[config.mk]
export PLATFORM = sky130hd
export DESIGN_NAME = spi_cmd_rx
export DESIGN_NICKNAME = d
export VERILOG_FILES = /design/src/rtl/spi_cmd_pkg.sv /design/src/rtl/cmd_fifo.sv /design/src/rtl/spi_cmd_rx.sv
export SDC_FILE = /design/constraint.sdc
export NUM_CORES = 1
export LEC_CHECK = 0
export ABC_AREA = 1
export CAP_MARGIN = 20
export CORE_MARGIN = 5
export CORE_UTILIZATION = 53
export DETAILED_ROUTE_END_ITERATION = 7
export PLACE_DENSITY_LB_ADDON = 0.05
export SLEW_MARGIN = 20
export SYNTH_ARGS = -nofsm -noshare
export SYNTH_HDL_FRONTEND = slang
export SYNTH_SLANG_ARGS = --single-unit
[constraint.sdc]
create_clock -name clk -period 2.4 [get_ports clk]
set_input_delay 0.48 -clock clk [delete_from_list [all_inputs] [get_ports clk]]
set_output_delay 0.48 -clock clk [all_outputs]
set_load 0.03 [all_outputs]
[src/rtl/spi_cmd_pkg.sv]
// spi_cmd_pkg: shared types, defaults and helpers for the SPI command receiver
//   state_t  - receiver FSM encoding
//   clog2    - ceiling log2 usable in parameter and port declarations
//   frame_w  - command frame width in bits (opcode plus all address fields)
package spi_cmd_pkg;

    typedef enum logic [1:0] {IDLE, SHIFT, COMMIT, WAIT_CS} state_t;

    localparam int DEF_ADDRW   = 8;
    localparam int DEF_OPCODEW = 2;

    function automatic int clog2(input int v);
        int r = 0;
        for (int i = 0; i < 31; i++)
            if ((1 << i) < v) r = i + 1;
        return r;
    endfunction

    function automatic int frame_w(input int opw, input int aw, input int na);
        return opw + na * aw;
    endfunction

endpackage

[src/rtl/cmd_fifo.sv]
// cmd_fifo: show-ahead synchronous FIFO with occupancy output
//   clk, rst_n     - clock, asynchronous active-high reset
//   push, din      - write request and data; ignored when full unless a pop coincides
//   pop            - read request; ignored when empty
//   dout           - head entry, zero while empty
//   empty, full    - status flags
//   level          - number of stored entries
module cmd_fifo
    import spi_cmd_pkg::*;
#(
    parameter int WIDTH = 18,
    parameter int DEPTH = 4
)(
    input  logic                        clk,
    input  logic                        rst_n,
    input  logic                        push,
    input  logic                        pop,
    input  logic [WIDTH-1:0]            din,
    output logic [WIDTH-1:0]            dout,
    output logic                        empty,
    output logic                        full,
    output logic [clog2(DEPTH+1)-1:0]   level
);
    localparam int AW = clog2(DEPTH);
    localparam int LW = clog2(DEPTH + 1);

    logic [WIDTH-1:0] mem [DEPTH];
    logic [AW:0]      wp, rp;
    logic             wr, rd;

    // pointers carry a wrap bit so full and empty are distinguishable
    assign empty = wp == rp;
    assign full  = (wp[AW-1:0] == rp[AW-1:0]) && (wp[AW] != rp[AW]);
    assign rd    = pop && !empty;
    assign wr    = push && (!full || rd);
    assign level = LW'(wp - rp);
    assign dout  = empty ? '0 : mem[rp[AW-1:0]];

    always_ff @(posedge clk or posedge rst_n)
        if (rst_n) begin
            wp <= '0;
            rp <= '0;
        end else begin
            if (wr) wp <= wp + 1'b1;
            if (rd) rp <= rp + 1'b1;
        end

    always_ff @(posedge clk)
        if (wr) mem[wp[AW-1:0]] <= din;

endmodule

[src/rtl/spi_cmd_rx.sv]
// spi_cmd_rx: oversampling SPI command receiver with frame FIFO
//   clk, rst_n           - system clock, asynchronous active-high reset
//   spi_clk, mosi, cs_n  - SPI slave inputs, asynchronous to clk
//   ready_in             - consumer accepts the head frame
//   clr_err              - clears the sticky overflow flag
//   opcode, addr         - head frame fields, address field 0 in the MSBs
//   valid_out, level     - head frame valid, FIFO occupancy
//   frame_err            - one-cycle pulse on a truncated (or bad parity) frame
//   overflow             - sticky, a completed frame was dropped on a full FIFO
// Build option SPI_CMD_PARITY_EN: frames carry a trailing odd-parity bit.
module spi_cmd_rx
    import spi_cmd_pkg::*;
#(
    parameter int ADDRW      = DEF_ADDRW,
    parameter int OPCODEW    = DEF_OPCODEW,
    parameter int NADDR      = 2,
    parameter int DEPTH      = 4,
    parameter int SAMPLE_NEG = 0
)(
    input  logic                        clk,
    input  logic                        rst_n,
    input  logic                        spi_clk,
    input  logic                        mosi,
    input  logic                        cs_n,
    input  logic                        ready_in,
    input  logic                        clr_err,
    output logic [OPCODEW-1:0]          opcode,
    output logic [NADDR*ADDRW-1:0]      addr,
    output logic                        valid_out,
    output logic [clog2(DEPTH+1)-1:0]   level,
    output logic                        frame_err,
    output logic                        overflow
);
    localparam int FW = frame_w(OPCODEW, ADDRW, NADDR);
`ifdef SPI_CMD_PARITY_EN
    localparam int NB = FW + 1;
`else
    localparam int NB = FW;
`endif
    localparam int CW = clog2(NB + 1);

    logic [1:0]    sclk_s, cs_s, mosi_s, warm;
    logic          sclk_prev, seen_hi, cs, act, push, pop, full, empty, ok;
    logic [CW-1:0] cnt;
    logic [NB-1:0] sr;
    logic [FW-1:0] frame, head;
    state_t        state;

    // warm/seen_hi hold off frame start until a real (post-sync) cs_n high
    // is observed, so a frame interrupted by reset is never resumed mid-way
    always_ff @(posedge clk or posedge rst_n)
        if (rst_n) begin
            sclk_s    <= '0;
            cs_s      <= '1;
            mosi_s    <= '0;
            sclk_prev <= 1'b0;
            warm      <= '0;
            seen_hi   <= 1'b0;
        end else begin
            sclk_s    <= {sclk_s[0], spi_clk};
            cs_s      <= {cs_s[0], cs_n};
            mosi_s    <= {mosi_s[0], mosi};
            sclk_prev <= sclk_s[1];
            warm      <= {warm[0], 1'b1};
            if (warm[1] && cs_s[1]) seen_hi <= 1'b1;
        end

    assign cs  = cs_s[1];
    assign act = (SAMPLE_NEG != 0) ? (sclk_prev && !sclk_s[1]) : (!sclk_prev && sclk_s[1]);

`ifdef SPI_CMD_PARITY_EN
    assign frame = sr[NB-1:1];
    assign ok    = ^sr;
`else
    assign frame = sr;
    assign ok    = 1'b1;
`endif

    assign push = (state == COMMIT) && ok;
    assign pop  = valid_out && ready_in;

    always_ff @(posedge clk or posedge rst_n)
        if (rst_n) begin
            state     <= IDLE;
            cnt       <= '0;
            sr        <= '0;
            frame_err <= 1'b0;
            overflow  <= 1'b0;
        end else begin
            frame_err <= 1'b0;
            if (push && full && !pop) overflow <= 1'b1;
            else if (clr_err) overflow <= 1'b0;
            case (state)
                IDLE: begin
                    cnt <= '0;
                    sr  <= '0;
                    if (seen_hi && !cs) state <= SHIFT;
                end
                SHIFT:
                    if (cs) begin
                        frame_err <= cnt != '0;
                        state     <= IDLE;
                    end else if (act) begin
                        sr  <= {sr[NB-2:0], mosi_s[1]};
                        cnt <= cnt + 1'b1;
                        if (cnt == CW'(NB - 1)) state <= COMMIT;
                    end
                COMMIT: begin
`ifdef SPI_CMD_PARITY_EN
                    if (!ok) frame_err <= 1'b1;
`endif
                    state <= WAIT_CS;
                end
                default:
                    if (cs) state <= IDLE;
            endcase
        end

    cmd_fifo #(.WIDTH(FW), .DEPTH(DEPTH)) u_fifo (
        .clk   (clk),
        .rst_n (rst_n),
        .push  (push),
        .pop   (pop),
        .din   (frame),
        .dout  (head),
        .empty (empty),
        .full  (full),
        .level (level)
    );

    assign valid_out = !empty;
    assign opcode    = head[FW-1 -: OPCODEW];
    assign addr      = head[NADDR*ADDRW-1:0];

endmodule
After elaboration in Yosys (flattened, before gate mapping):

Memories as Yosys holds them, arrays and structs flattened.
Index checks and enable logic that the tools add are counted.

* bits in registers: 43
* latch bits: 0
* bits in writable memories: 72
* ROM bits: 0
* input bits: 7
* output and inout bits: 24
* memories: 1

Memories
* u_fifo.mem: depth 4, bits a word 18, read ports 1, clocked after memory_dff 0, write ports 1, line cmd_fifo.sv:27 `logic [WIDTH-1:0] mem [DEPTH];`

* add/subtract/negate cells: 4
* multipliers: 0
* divide/modulo/power cells: 0
* $lt $le $gt $ge: 0
* eq/ne operators: 11
* shift operators: 0
* muxes and demuxes: 19
* bitwise operators: 0
* reduce and logical (&&, ||, !) cells: 22

Operators by type and width (count)
* two-way mux 18 bit: 3
* case mux 18 bit (2 select lines): 1
* two-way mux 2 bit: 5
* two-way mux 5 bit: 2
* case mux 5 bit (2 select lines): 1
* logical AND 1 bit: 9
* adder 3 x 1 -> 3 bit, second input constant: 2
* two-way mux 1 bit: 6
* inequality test 2 bit, second input constant: 3
* inequality test 3 bit, second input constant: 2
* case mux 2 bit (3 select lines): 1
* adder 5 x 1 -> 5 bit, second input constant: 1
* == test 5 bit, second input constant: 1
* zero test 1 bit: 5
* nonzero test 5 bit: 1
* AND reduction 4 bit: 1
* nonzero test 2 bit: 2
* nonzero test 4 bit: 1
* == test 3 bit: 1
* AND reduction 3 bit: 1
* subtractor 3 bit: 1
* == test 2 x 1 -> 1 bit, second input constant: 1
* == test 2 bit: 1
* == test 2 bit, second input constant: 1
* 3 further kinds: 3

Logic depth before layout (Yosys ltp):

* depth after elaboration: 8
* gate-level depth with buffers: 10
* mapped depth without buffers: 9

By module:

From an unflattened synthesis, not the netlist that was laid out.

* cell total of the unflattened synthesis: 424
* area, all modules: 4840.9 um^2

Modules (own cells, without submodules)
* cmd_fifo: times used 1, cells each 274, area each 3319.4 um^2
* spi_cmd_rx: times used 1, cells each 150, area each 1521.5 um^2

Worst setup path before layout:

No wires, ideal clock.

* kind: register to output
* start point: register u_fifo.rp[1]
* end point: output addr[10]
* arrival: 2.005 ns
* slack: -0.085 ns
* cell stages (with the launch flop): 10
* buffers on the path: 2
* cell sequence: dfrtp_1 -> inv_2 -> buf_2 -> ha_1 -> nand2_1 -> inv_1 -> nand3_2 -> inv_2 -> buf_4 -> a21oi_1

* longest elaborated chain between the ends: 2

RTL lines
* from (decl): line cmd_fifo.sv:28 `logic [AW:0] wp, rp;`
* from (signal assigned): line cmd_fifo.sv:45 `if (rd) rp <= rp + 1'b1;`
* memory (4 x 18 bit) or == test 3 bit (tied branches)
* two-way mux 18 bit (*): line cmd_fifo.sv:37 `assign dout = empty ? '0 : mem[rp[AW-1:0]];`
* to (decl): line spi_cmd_rx.sv:28 `output logic [NADDR*ADDRW-1:0] addr,`

Mark *: on every way between the ends. The rest lies on a longest branch, timed or not.

Worst setup path after layout:

* start point: register u_fifo.rp[0]
* end point: output addr[14]

Same word-level chain as after synthesis.

==> reports/results.ini <==
[logic_synthesis]
synth_seq_cells=115
yosys_warnings=0
syn_inst=419
synth_area_per_cell_um2=11.3
syn_nets=437
ys_types=31
yosys-top-cells-area=edfxtp_1 46%, dfrtp_1 22%, nor2_1 6.3%
yosysSeqAreaShare_pct=68.5
synth_commonest_cells=80 x nor2_1, 72 x edfxtp_1, 44 x inv_1, 42 x nand2_1, 41 x dfrtp_1
synth_area_mm2=0.00473
synth.most_common_cell=nor2_1
synth_top_cell_area_share_pct=45.7
async_reset_ff_share_pct=37.4
synth_top_area_cell=edfxtp_1
synth_ff_type=edfxtp_1
synth_edf_count=72

[drt]
wl_um=9940
first_pass_iters=4
antenna_left=0
wire_per_inst_um=16.7
num_vias=3117
drc_errors=0
drt_iter0_drc=159
via_per_inst=5.24

[pwr]
p_sw_uw=1030
seq_power_share_pct=46.4
cellLeakagePower_uw=0.00241
internal-power_uw=3630
swShare_pct=22.1
p_comb_share_pct=5.1
peakVddDrop_mv=0.447
powerDensity_mw_per_mm2=775
clkPwrFrac_pct=48.5

[placement]
hpwl_um=5610
gp_congestion=0.787
io_buffer_count=30
place_inst=552
place_area_mm2=0.00513

[sta]
layout_min_cycle_time_ns=2.44
fin_crit_sh_pct=102
max_freq_ghz=0.410
worstMarginPinSlew_ns=0.559
whs_ns=0.353
finClkSkew_ns=0.00685
tns_ns=-0.379
slew_violations=0
rsz0062_at_grt=yes
setup_ws_ns=-0.0403
setup_violations=17
hold_violations=0
slew_headroom_pct=62.7

[critical_path]
crit_type=reg2out
critPathMaxFanout=37
worstPathArrival_ns=1.96
critPathLaunchType=flop
cp-end-kind=output pin
critPathRequiredTime_ns=1.92

[grt]
grt_pass1_vias=3055
overflow=0
grtUsageTotal_pct=17.8
antenna_found_initial=0
grt_pass1_wl_um=15300
grt_max_degree=44

[layout]
area_growth_pct=27.0
layout.nets=492
finalNonFillerCells=595
drive_gt1_share_pct=22.4
final_area_mm2=0.00601
antenna_cells=0

[status]
failed_checks=setup timing
status=finished with violations

[die]
rows=34
fp.coreArea_mm2=0.00872
io_pins=31
die_x_um=104
initial_core_util_pct=54.2
die-height_um=104
dieArea_mm2=0.0109

[clock_network]
clk_path_buf_depth=2
cts_sinks=115
cts-root-buf=clkbuf_8
hold_buffers=0
clk_pin_slew_ns=0.06
htreeDepth=4
tritoncts=done
clock_latency_ns=0.50
numCtsBuffers=17

[run]
drv_cap=0

[hold_path]
min_path_type=reg2reg

## stage by stage
| step | total power (uW) | utilization (%) | setup WS, ns |
|---|---|---|---|
| 2_1_floorplan | 2370 | - | -0.0854 |
| 3_3_place_gp | 2420 | 58.8 | 0.375 |
| 3_5_place_dp | 2430 | 58.8 | 0.280 |
| 4_1_cts | 4690 | 65.7 | 0.00134 |
| 5_1_grt | 4820 | 68.9 | -0.126 |
| 6_report | 4660 | 68.9 | -0.0403 |
## power groups by stage
stage                     clock network (uW)  logic [uW]  registers [uW]
after floorplan                            0         178            2190
after global placement                     0         229            2190
final                                   2260         239            2160
after global routing                    2390         264            2170
after CTS                               2290         239            2160
after detailed placement                   0         237            2200
## metal layers
metal	up-vias	GRT usage, %	wire (um)
met1	1520	24.7	4570
met4	0	5.09	53
met2	72	27.6	4830
li1	1521	-	-
met3	4	5.03	487
met5	-	0	0
## layout make-up
type | count | area (um^2)
Sequential cell | 115 | 3240
Fill cell | 633 | 2710
Multi-Input combinational cell | 242 | 1350
Clock buffer | 24 | 502
Timing Repair Buffer | 48 | 494
Inverter | 47 | 201
Tap cell | 108 | 135
Clock inverter | 8 | 48.8
Timing Repair inverter | 3 | 33.8
## cells by family (layout without fill, tap and decap cells)
logic type | after synthesis | in the layout | share of synthesized area, %
XOR/XNOR | 3 | 3 | 0.556
buffers and inverters | 62 | 130 | 6.06
adder cells (fa/ha/maj) | 11 | 11 | 3.07
AND/OR/NAND/NOR | 144 | 144 | 12.5
flip-flops | 115 | 115 | 68.5
other | 1 | 1 | 0.0793
AO/OA/AOI/OAI | 83 | 83 | 9.28
## worst max-delay path, cell delays in order, from the launching register on
cell and delay (ns):
dfrtp_1 0.41, buf_4 0.15, buf_4 0.13, clkinv_8 0.13, o21ai_0 0.38, a21oi_4 0.09
buf_6 0.15
## cells in the final DEF, fill, tap and decap left out, drive strengths merged
master          n
a21boi          1
a21oi          18
a31oi           1
buf            40
clkbuf         24
clkdlybuf4s50   8
clkinv          7
clkinvlp        3
conb            1
dfrtp          41
dfstp           2
edfxtp         72
fa              1
ha             10
inv            48
nand2          44
nand3          14
nand3b          1
nand4           2
nor2           82
o21ai          47
o22ai          16
or2             1
xnor2           2
xor2            1
## state kept, by name (all words and copies together), names as in the netlist
name	cells
cs_s	2
mosi_s	2
sclk_s	2
cnt	5
state	2
warm	2
u_fifo.rp	3
seen_hi	1
frame_err	1
sclk_prev	1
u_fifo.wp	3
frame	18
u_fifo.mem	72
overflow	1
## path summary, 6_finish.rpt
check	from	to	slack, ns	cells past startpoint
max reg2reg	u_fifo.wp[0]	u_fifo.mem[1][1]	0.59	8
max in group asynchronous	rst_n	u_fifo.wp[1]	1.56	3
min reg2reg	sclk_s[0]	sclk_s[1]	0.35	0
max	u_fifo.rp[0]	addr[14]	-0.04	6
min in group asynchronous	rst_n	u_fifo.wp[0]	0.44	3
min	sclk_s[0]	sclk_s[1]	0.35	0
## what timing repair did
item | 4_1_cts | 5_1_grt
pin swaps | 0 | 4
endpoints found under the setup margin | 19 | 19
gates cloned | 0 | 3
resized for setup | 11 | 49
setup buffers | 2 | 7
Note: power is estimated with default switching activity, not from simulation.
